===== src/rtl/axis_uart_bridge_tx_arbiter.sv =====
// Round-robin arbiter sharing the UART bridge transmit stream between N_CHANNELS
// AXI-Stream requesters; one burst per grant, tagged with the source on TDEST.
module axis_uart_bridge_tx_arbiter #(
    parameter int N_BYTES    = 32,
    parameter int N_CHANNELS = 4,
    parameter int MAX_BURST  = 8,
    localparam int CH_W  = (N_CHANNELS > 1) ? $clog2(N_CHANNELS) : 1,
    localparam int CNT_W = $clog2(MAX_BURST + 1),
    localparam int DW    = N_BYTES * 8
) (
    input  logic                     aclk,
    input  logic                     reset,
    input  logic [N_CHANNELS*DW-1:0] S_AXIS_TDATA,
    input  logic [N_CHANNELS-1:0]    S_AXIS_TVALID,
    input  logic [N_CHANNELS-1:0]    S_AXIS_TLAST,
    output logic [N_CHANNELS-1:0]    S_AXIS_TREADY,
    output logic [DW-1:0]            M_AXIS_TDATA,
    output logic [CH_W-1:0]          M_AXIS_TDEST,
    output logic                     M_AXIS_TLAST,
    output logic                     M_AXIS_TVALID,
    input  logic                     M_AXIS_TREADY
);

    localparam logic [0:0] S_IDLE  = 1'b0;
    localparam logic [0:0] S_GRANT = 1'b1;

    logic [0:0]      state_q, state_d;
    logic [CH_W-1:0] gnt_q, gnt_d;
    logic [CH_W-1:0] ptr_q, ptr_d;
    logic [CNT_W-1:0] cnt_q, cnt_d;

    logic [DW-1:0]   tdata_q;
    logic [CH_W-1:0] tdest_q;
    logic            tlast_q;
    logic            tvalid_q;

    logic [CH_W-1:0] pick;
    logic            out_free;
    logic            gnt_valid;
    logic            accept;
    logic            beat_last;

    // Walk downward so the channel closest to ptr (lowest offset) wins.
    always_comb begin
        pick = ptr_q;
        for (int i = N_CHANNELS - 1; i >= 0; i--) begin
            int idx;
            idx = int'(ptr_q) + i;
            if (idx >= N_CHANNELS) idx = idx - N_CHANNELS;
            if (S_AXIS_TVALID[idx]) pick = CH_W'(idx);
        end
    end

    assign out_free  = !tvalid_q || M_AXIS_TREADY;
    assign gnt_valid = S_AXIS_TVALID[gnt_q];
    assign accept    = (state_q == S_GRANT) && gnt_valid && out_free;
    assign beat_last = S_AXIS_TLAST[gnt_q] || (cnt_q == CNT_W'(MAX_BURST - 1));

    always_comb begin
        S_AXIS_TREADY = '0;
        if (state_q == S_GRANT) S_AXIS_TREADY[gnt_q] = out_free;
    end

    always_comb begin
        state_d = state_q;
        gnt_d   = gnt_q;
        ptr_d   = ptr_q;
        cnt_d   = cnt_q;
        case (state_q)
            S_IDLE: begin
                if (|S_AXIS_TVALID) begin
                    gnt_d   = pick;
                    cnt_d   = '0;
                    state_d = S_GRANT;
                end
            end
            default: begin
                if (accept) cnt_d = cnt_q + CNT_W'(1);
                // A requester dropping TVALID forfeits the rest of its burst.
                if ((accept && beat_last) || !gnt_valid) begin
                    ptr_d   = (gnt_q == CH_W'(N_CHANNELS - 1)) ? '0 : gnt_q + CH_W'(1);
                    state_d = S_IDLE;
                end
            end
        endcase
    end

    always_ff @(posedge aclk or posedge reset) begin
        if (reset) begin
            state_q <= S_IDLE;
            gnt_q   <= '0;
            ptr_q   <= '0;
            cnt_q   <= '0;
        end else begin
            state_q <= state_d;
            gnt_q   <= gnt_d;
            ptr_q   <= ptr_d;
            cnt_q   <= cnt_d;
        end
    end

    always_ff @(posedge aclk or posedge reset) begin
        if (reset) begin
            tdata_q  <= '0;
            tdest_q  <= '0;
            tlast_q  <= 1'b0;
            tvalid_q <= 1'b0;
        end else if (accept) begin
            tdata_q  <= S_AXIS_TDATA[gnt_q*DW +: DW];
            tdest_q  <= gnt_q;
            tlast_q  <= beat_last;
            tvalid_q <= 1'b1;
        end else if (M_AXIS_TREADY) begin
            tvalid_q <= 1'b0;
        end
    end

    assign M_AXIS_TDATA  = tdata_q;
    assign M_AXIS_TDEST  = tdest_q;
    assign M_AXIS_TLAST  = tlast_q;
    assign M_AXIS_TVALID = tvalid_q;

endmodule


===== config.mk =====
export PLATFORM = sky130hd
export DESIGN_NAME = axis_uart_bridge_tx_arbiter
export DESIGN_NICKNAME = d
export VERILOG_FILES = /design/src/rtl/axis_uart_bridge_tx_arbiter.sv
export SDC_FILE = /design/constraint.sdc
export NUM_CORES = 1
export LEC_CHECK = 0
export CAP_MARGIN = 10
export CORE_AREA = 10 10 499 501
export CTS_BUF_LIST = sky130_fd_sc_hd__clkbuf_8
export DETAILED_ROUTE_END_ITERATION = 8
export DIE_AREA = 0 0 509 511
export PLACE_DENSITY_LB_ADDON = 0.25
export SYNTH_ARGS = -nofsm -noshare
export SYNTH_HDL_FRONTEND = slang
export SYNTH_SLANG_ARGS = --single-unit

===== constraint.sdc =====
create_clock -name aclk -period 8.9 [get_ports aclk]
set_input_delay 1.78 -clock aclk [delete_from_list [all_inputs] [get_ports aclk]]
set_output_delay 1.78 -clock aclk [all_outputs]
set_load 0.03 [all_outputs]

Yosys cells after proc, flatten, opt, wreduce, memory -nomap -nowiden:

Index checks and enable logic that the tools add are counted.

* register bits after elaboration: 269
* input bits: 1035
* output and inout bits: 264
* logic and storage cells: 84

* $add $sub $neg: 9
* order comparisons: 10
* equal/unequal tests: 3
* shift operators: 1
* muxes and demuxes: 36
* bitwise logic cells: 2
* reductions and logical operators: 15

Operators by type and width (count)
* $shiftx 1024x11->256: 1
* $lt 32x4->1 const B: 4
* $mux 32: 4
* $mux 1: 16
* $mux 4: 4
* $bmux 1 s2: 6
* $sub 3x3->4 const B: 3
* $mux 2: 5
* $ge 3x3->1 const B: 3
* $add 2x2->3 const B: 2
* $reduce_and 2->1: 3
* $add 4x1->4 const B: 1
* $and 4x4->4: 1
* $eq 4x3->1 const B: 1
* $logic_and 1x1->1: 4
* $reduce_bool 2->1: 2
* $reduce_or 4->1: 1
* $sub 2x3->4 const B: 1
* $add 2x1->3 const B: 1
* $ge 2x3->1 const B: 1
* $logic_or 1x1->1: 3
* $lt 2x3->1 const B: 1
* $add 2x1->2 const B: 1
* $demux 1 s2: 1
* 5 further kinds: 6

Longest topological paths before layout:

* depth after elaboration: 10
* depth in mapped cells: 8
* mapped depth without buffers: 5

Worst setup path before layout:

No wires, ideal clock.

* path kind: in2out
* start point: input port M_AXIS_TREADY
* end point: output port S_AXIS_TREADY[0]
* arrival: 2.442 ns
* data required time: 7.120 ns
* path slack: 4.678 ns
* stages on the path: 3
* buffers on the path: 1
* path through: nand2b_1 -> clkbuf_1 -> and3_1

* longest elaborated chain between the ends: 3

Ends and longest elaborated chain
* start: declaration: line 21 `input logic M_AXIS_TREADY`
* $logic_or 1x1->1: line 54 `assign out_free = !tvalid_q || M_AXIS_TREADY;`
* $and 4x4->4 (no source line)
* $mux 4: line 61 `if (state_q == S_GRANT) S_AXIS_TREADY[gnt_q] = out_free;`
* end: declaration: line 16 `output logic [N_CHANNELS-1:0] S_AXIS_TREADY,`

No other way between the ends.

Final worst setup path:

* start point: input port M_AXIS_TREADY
* end point: output port S_AXIS_TREADY[2]

The elaborated chain is that of the path after synthesis.

==> results.sh <==
export IMPL_grt_max_degree=120
export IMPL_wl_per_cell_um=29.6
export IMPL_start_util_pct=7.24
export IMPL_post_route_cell_area_um2=35100
export IMPL_hpwl_um=157000
export IMPL_finalSetupTns_ps=0
export IMPL_antenna_found_initial=201
export IMPL_numPortBuffers=1298
export IMPL_relSlewSlack_pct=30.5
export IMPL_grt_overflow=0
export IMPL_htree_num_levels=2
export IMPL_internal_power_mw=5.35
export IMPL_yosysWarnings=0
export IMPL_period_share_pct=62.5
export IMPL_holdCritPathClass="reg -> reg"
export IMPL_hold_viol=0
export IMPL_crit_path_max_fanout=10
export IMPL_comb_power_share_pct=64.3
export IMPL_status="complete, no violations"
export IMPL_grt_usage_pct=13.3
export IMPL_grt_pass1_vias=21000
export IMPL_grt_first_pass_wirelength_um=230000
export IMPL_nNetsFinal=3938
export IMPL_cts_root_buffer="clkbuf_8"
export IMPL_first_iter_violations=1033
export IMPL_place_area_um2=33800
export IMPL_clkTransAtPathRegs_ps=50
export IMPL_critPathCaptureType="output port"
export IMPL_ys_flop_type="dfrtp_1"
export IMPL_finalCriticalPeriod_ps=5570
export IMPL_antenna_left=0
export IMPL_cts_setup_buffers=0
export IMPL_io_pins=1299
export IMPL_finalSetupViolCount=0
export IMPL_ys_ff_latch=269
export IMPL_netlist_instances=1667
export IMPL_core_area_um2=239000
export IMPL_worstSetupPathType="in -> out"
export IMPL_syn_nets=2707
export IMPL_clkLatencyLatePin_ps=760
export IMPL_holdBufCountCts=0
export IMPL_clock_path_buffers=3
export IMPL_rsz0062_at_grt="no"
export IMPL_vias_per_cell=3.21
export IMPL_slew_violations=0
export IMPL_ys_seq_area_share_pct=38.9
export IMPL_met2_usage_pct=22.7
export IMPL_netlist_area_um2=17300
export IMPL_vias=19800
export IMPL_pwr_share_seq_pct=21.6
export IMPL_routabilityCongestion=0.836
export IMPL_synth_edf_count=0
export IMPL_powerDensity_nw_per_um2=298
export IMPL_busiest_layer="met2"
export IMPL_cts_tree="built"
export IMPL_die_height_um=511
export IMPL_cts_sinks=269
export IMPL_switchingPower_mw=5.11
export IMPL_cap_violations=0
export IMPL_peakVddDrop_mv=0.191
export IMPL_place_ws_ps=3280
export IMPL_placementRows=180
export IMPL_worst_slack_ps=3330
export IMPL_yosysUniqueCellTypes=30
export IMPL_grt_met1_usage_pct=15.2
export IMPL_grtUsageMet3_pct=6.35
export IMPL_arrival_ps=3790
export IMPL_die_area_um2=260000
export IMPL_worstPathRequired_ps=7120
export IMPL_p_leak_nw=13.0
export IMPL_fillers=27200
export IMPL_routed_wl_um=182000
export IMPL_area_growth_pct=103
export IMPL_die_w_um=509
export IMPL_max_freq_mhz=180
export IMPL_syn_area_per_cell_um2=10.4
export IMPL_worst_pin_slew_ps=1040
export IMPL_post_cts_resized=0
export IMPL_synth_async_sr_flop_share_pct=100
export IMPL_drc=0
export IMPL_cp_start_kind="input port"
export IMPL_fin_skew_ps=30.7
export IMPL_p_sw_share_pct=48.8
export IMPL_first_pass_iters=5
export IMPL_cts_buffers=61
export IMPL_drive_gt1_share_pct=13.4
export IMPL_p_clk_share_pct=14.2
## state kept, by name, indices dropped and copies added (netlist names)
register and flops:
M_AXIS_TDATA 256, cnt_q 4, M_AXIS_TDEST 2, gnt_q 2
ptr_q 2, M_AXIS_TLAST 1, M_AXIS_TVALID 1, state_q 1
## through the flow
step / utilization, % / instances / power, mW / hold slack [ps]
final: 14.7 / 6153 / 10.5 / 468
after global routing: 14.6 / 6134 / 11.1 / 496
after CTS: 14.6 / 6127 / 10.8 / 476
after detailed placement: 14.2 / 6020 / 9.17 / 461
after global placement: 14.2 / 6020 / 9.16 / 455
after floorplan: - / 1667 / 6.07 / 437
## kinds of logic after synthesis
kind of cell / synth area share (%)
AOI/OAI and AO/OA: 7.33
DFF: 38.9
adders and majority gates: 0.361
muxes: 32.7
buffers and inverters: 4.59
and+or+nand+nor: 16.2
## worst max-delay path: stages
cell and delay [ps]:
clkdlybuf4s50_1 640, nand2b_1 430, and3_1 240, clkdlybuf4s50_1 680
## layout by cell type, fill, tap and decap left out, types with 2 or more instances in the layout
| master | synthesis | routed |
|---|---|---|
| o211ai_1 | 155 | 155 |
| clkdlybuf4s50_1 | 0 | 1298 |
| dfrtp_4 | 0 | 2 |
| clkinv_2 | 0 | 4 |
| mux4_2 | 103 | 103 |
| dfrtp_1 | 269 | 267 |
| and3_1 | 5 | 4 |
| nor2_1 | 7 | 7 |
| nor2b_1 | 2 | 2 |
| nand2b_1 | 2 | 2 |
| inv_1 | 5 | 33 |
| mux2i_1 | 157 | 157 |
| diode_2 | 0 | 26 |
| bufinv_16 | 0 | 2 |
| o21ai_0 | 8 | 8 |
| nand4_1 | 2 | 2 |
| nand3_1 | 128 | 127 |
| buf_12 | 0 | 10 |
| ha_1 | 5 | 5 |
| nand3_2 | 30 | 30 |
| mux2_2 | 157 | 157 |
| buf_4 | 12 | 12 |
| nand2_1 | 470 | 470 |
| clkbuf_8 | 0 | 71 |
| a21oi_1 | 2 | 2 |
## cell type report
cell class	instances	area, um^2	area share [%]
Inverter	5	22.5	0.0642
Sequential cell	269	6740	19.2
Clock inverter	36	198	0.563
Timing Repair Buffer	1320	13300	37.9
Clock buffer	71	977	2.79
Antenna cell	26	65.1	0.185
Multi-Input combinational cell	1241	9820	28.0
Tap cell	3185	3990	11.4
## cells in the mapped netlist, types with 5 or more instances
cell type / number / area share (%)
and3_1: 5 / 0.18
buf_1: 10 / 0.22
buf_2: 56 / 1.6
buf_4: 12 / 0.52
buf_6: 12 / 0.78
clkbuf_1: 62 / 1.3
dfrtp_1: 269 / 39
ha_1: 5 / 0.36
inv_1: 5 / 0.11
mux2_2: 157 / 10
mux2i_1: 157 / 9.1
mux4_2: 103 / 13
nand2_1: 470 / 10
nand3_1: 128 / 3.7
nand3_2: 30 / 1.7
nor2_1: 7 / 0.15
o211ai_1: 155 / 6.7
o21ai_0: 8 / 0.23
## path summary, 6_finish.rpt
check	start	endpoint	slack, ps	cells past startpoint
max in group asynchronous	reset	M_AXIS_TDATA[123]	5970	4
min in group asynchronous	reset	M_AXIS_TDATA[95]	1540	3
setup / recovery	M_AXIS_TREADY	S_AXIS_TREADY[2]	3330	4
hold reg to reg	M_AXIS_TDATA[179]	M_AXIS_TDATA[179]	470	2
setup reg to reg	gnt_q[1]	M_AXIS_TDATA[220]	4730	6
hold / removal	M_AXIS_TDATA[179]	M_AXIS_TDATA[179]	470	2
## layer usage
metal	vias to the layer above	wire, um
met5	-	645
met4	96	3800
met3	353	20800
met2	1242	85800
met1	9507	71500
li1	8564	-
## power by group through the flow
stage / registers (mW) / logic (mW) / clock network [mW]
floorplan: 3.23 / 2.84 / 0
global route: 2.34 / 7.19 / 1.61
finish: 2.26 / 6.73 / 1.48
detailed placement: 2.28 / 6.89 / 0
CTS: 2.27 / 6.91 / 1.58
global placement: 2.26 / 6.89 / 0
(Power assumes the default switching activity.)
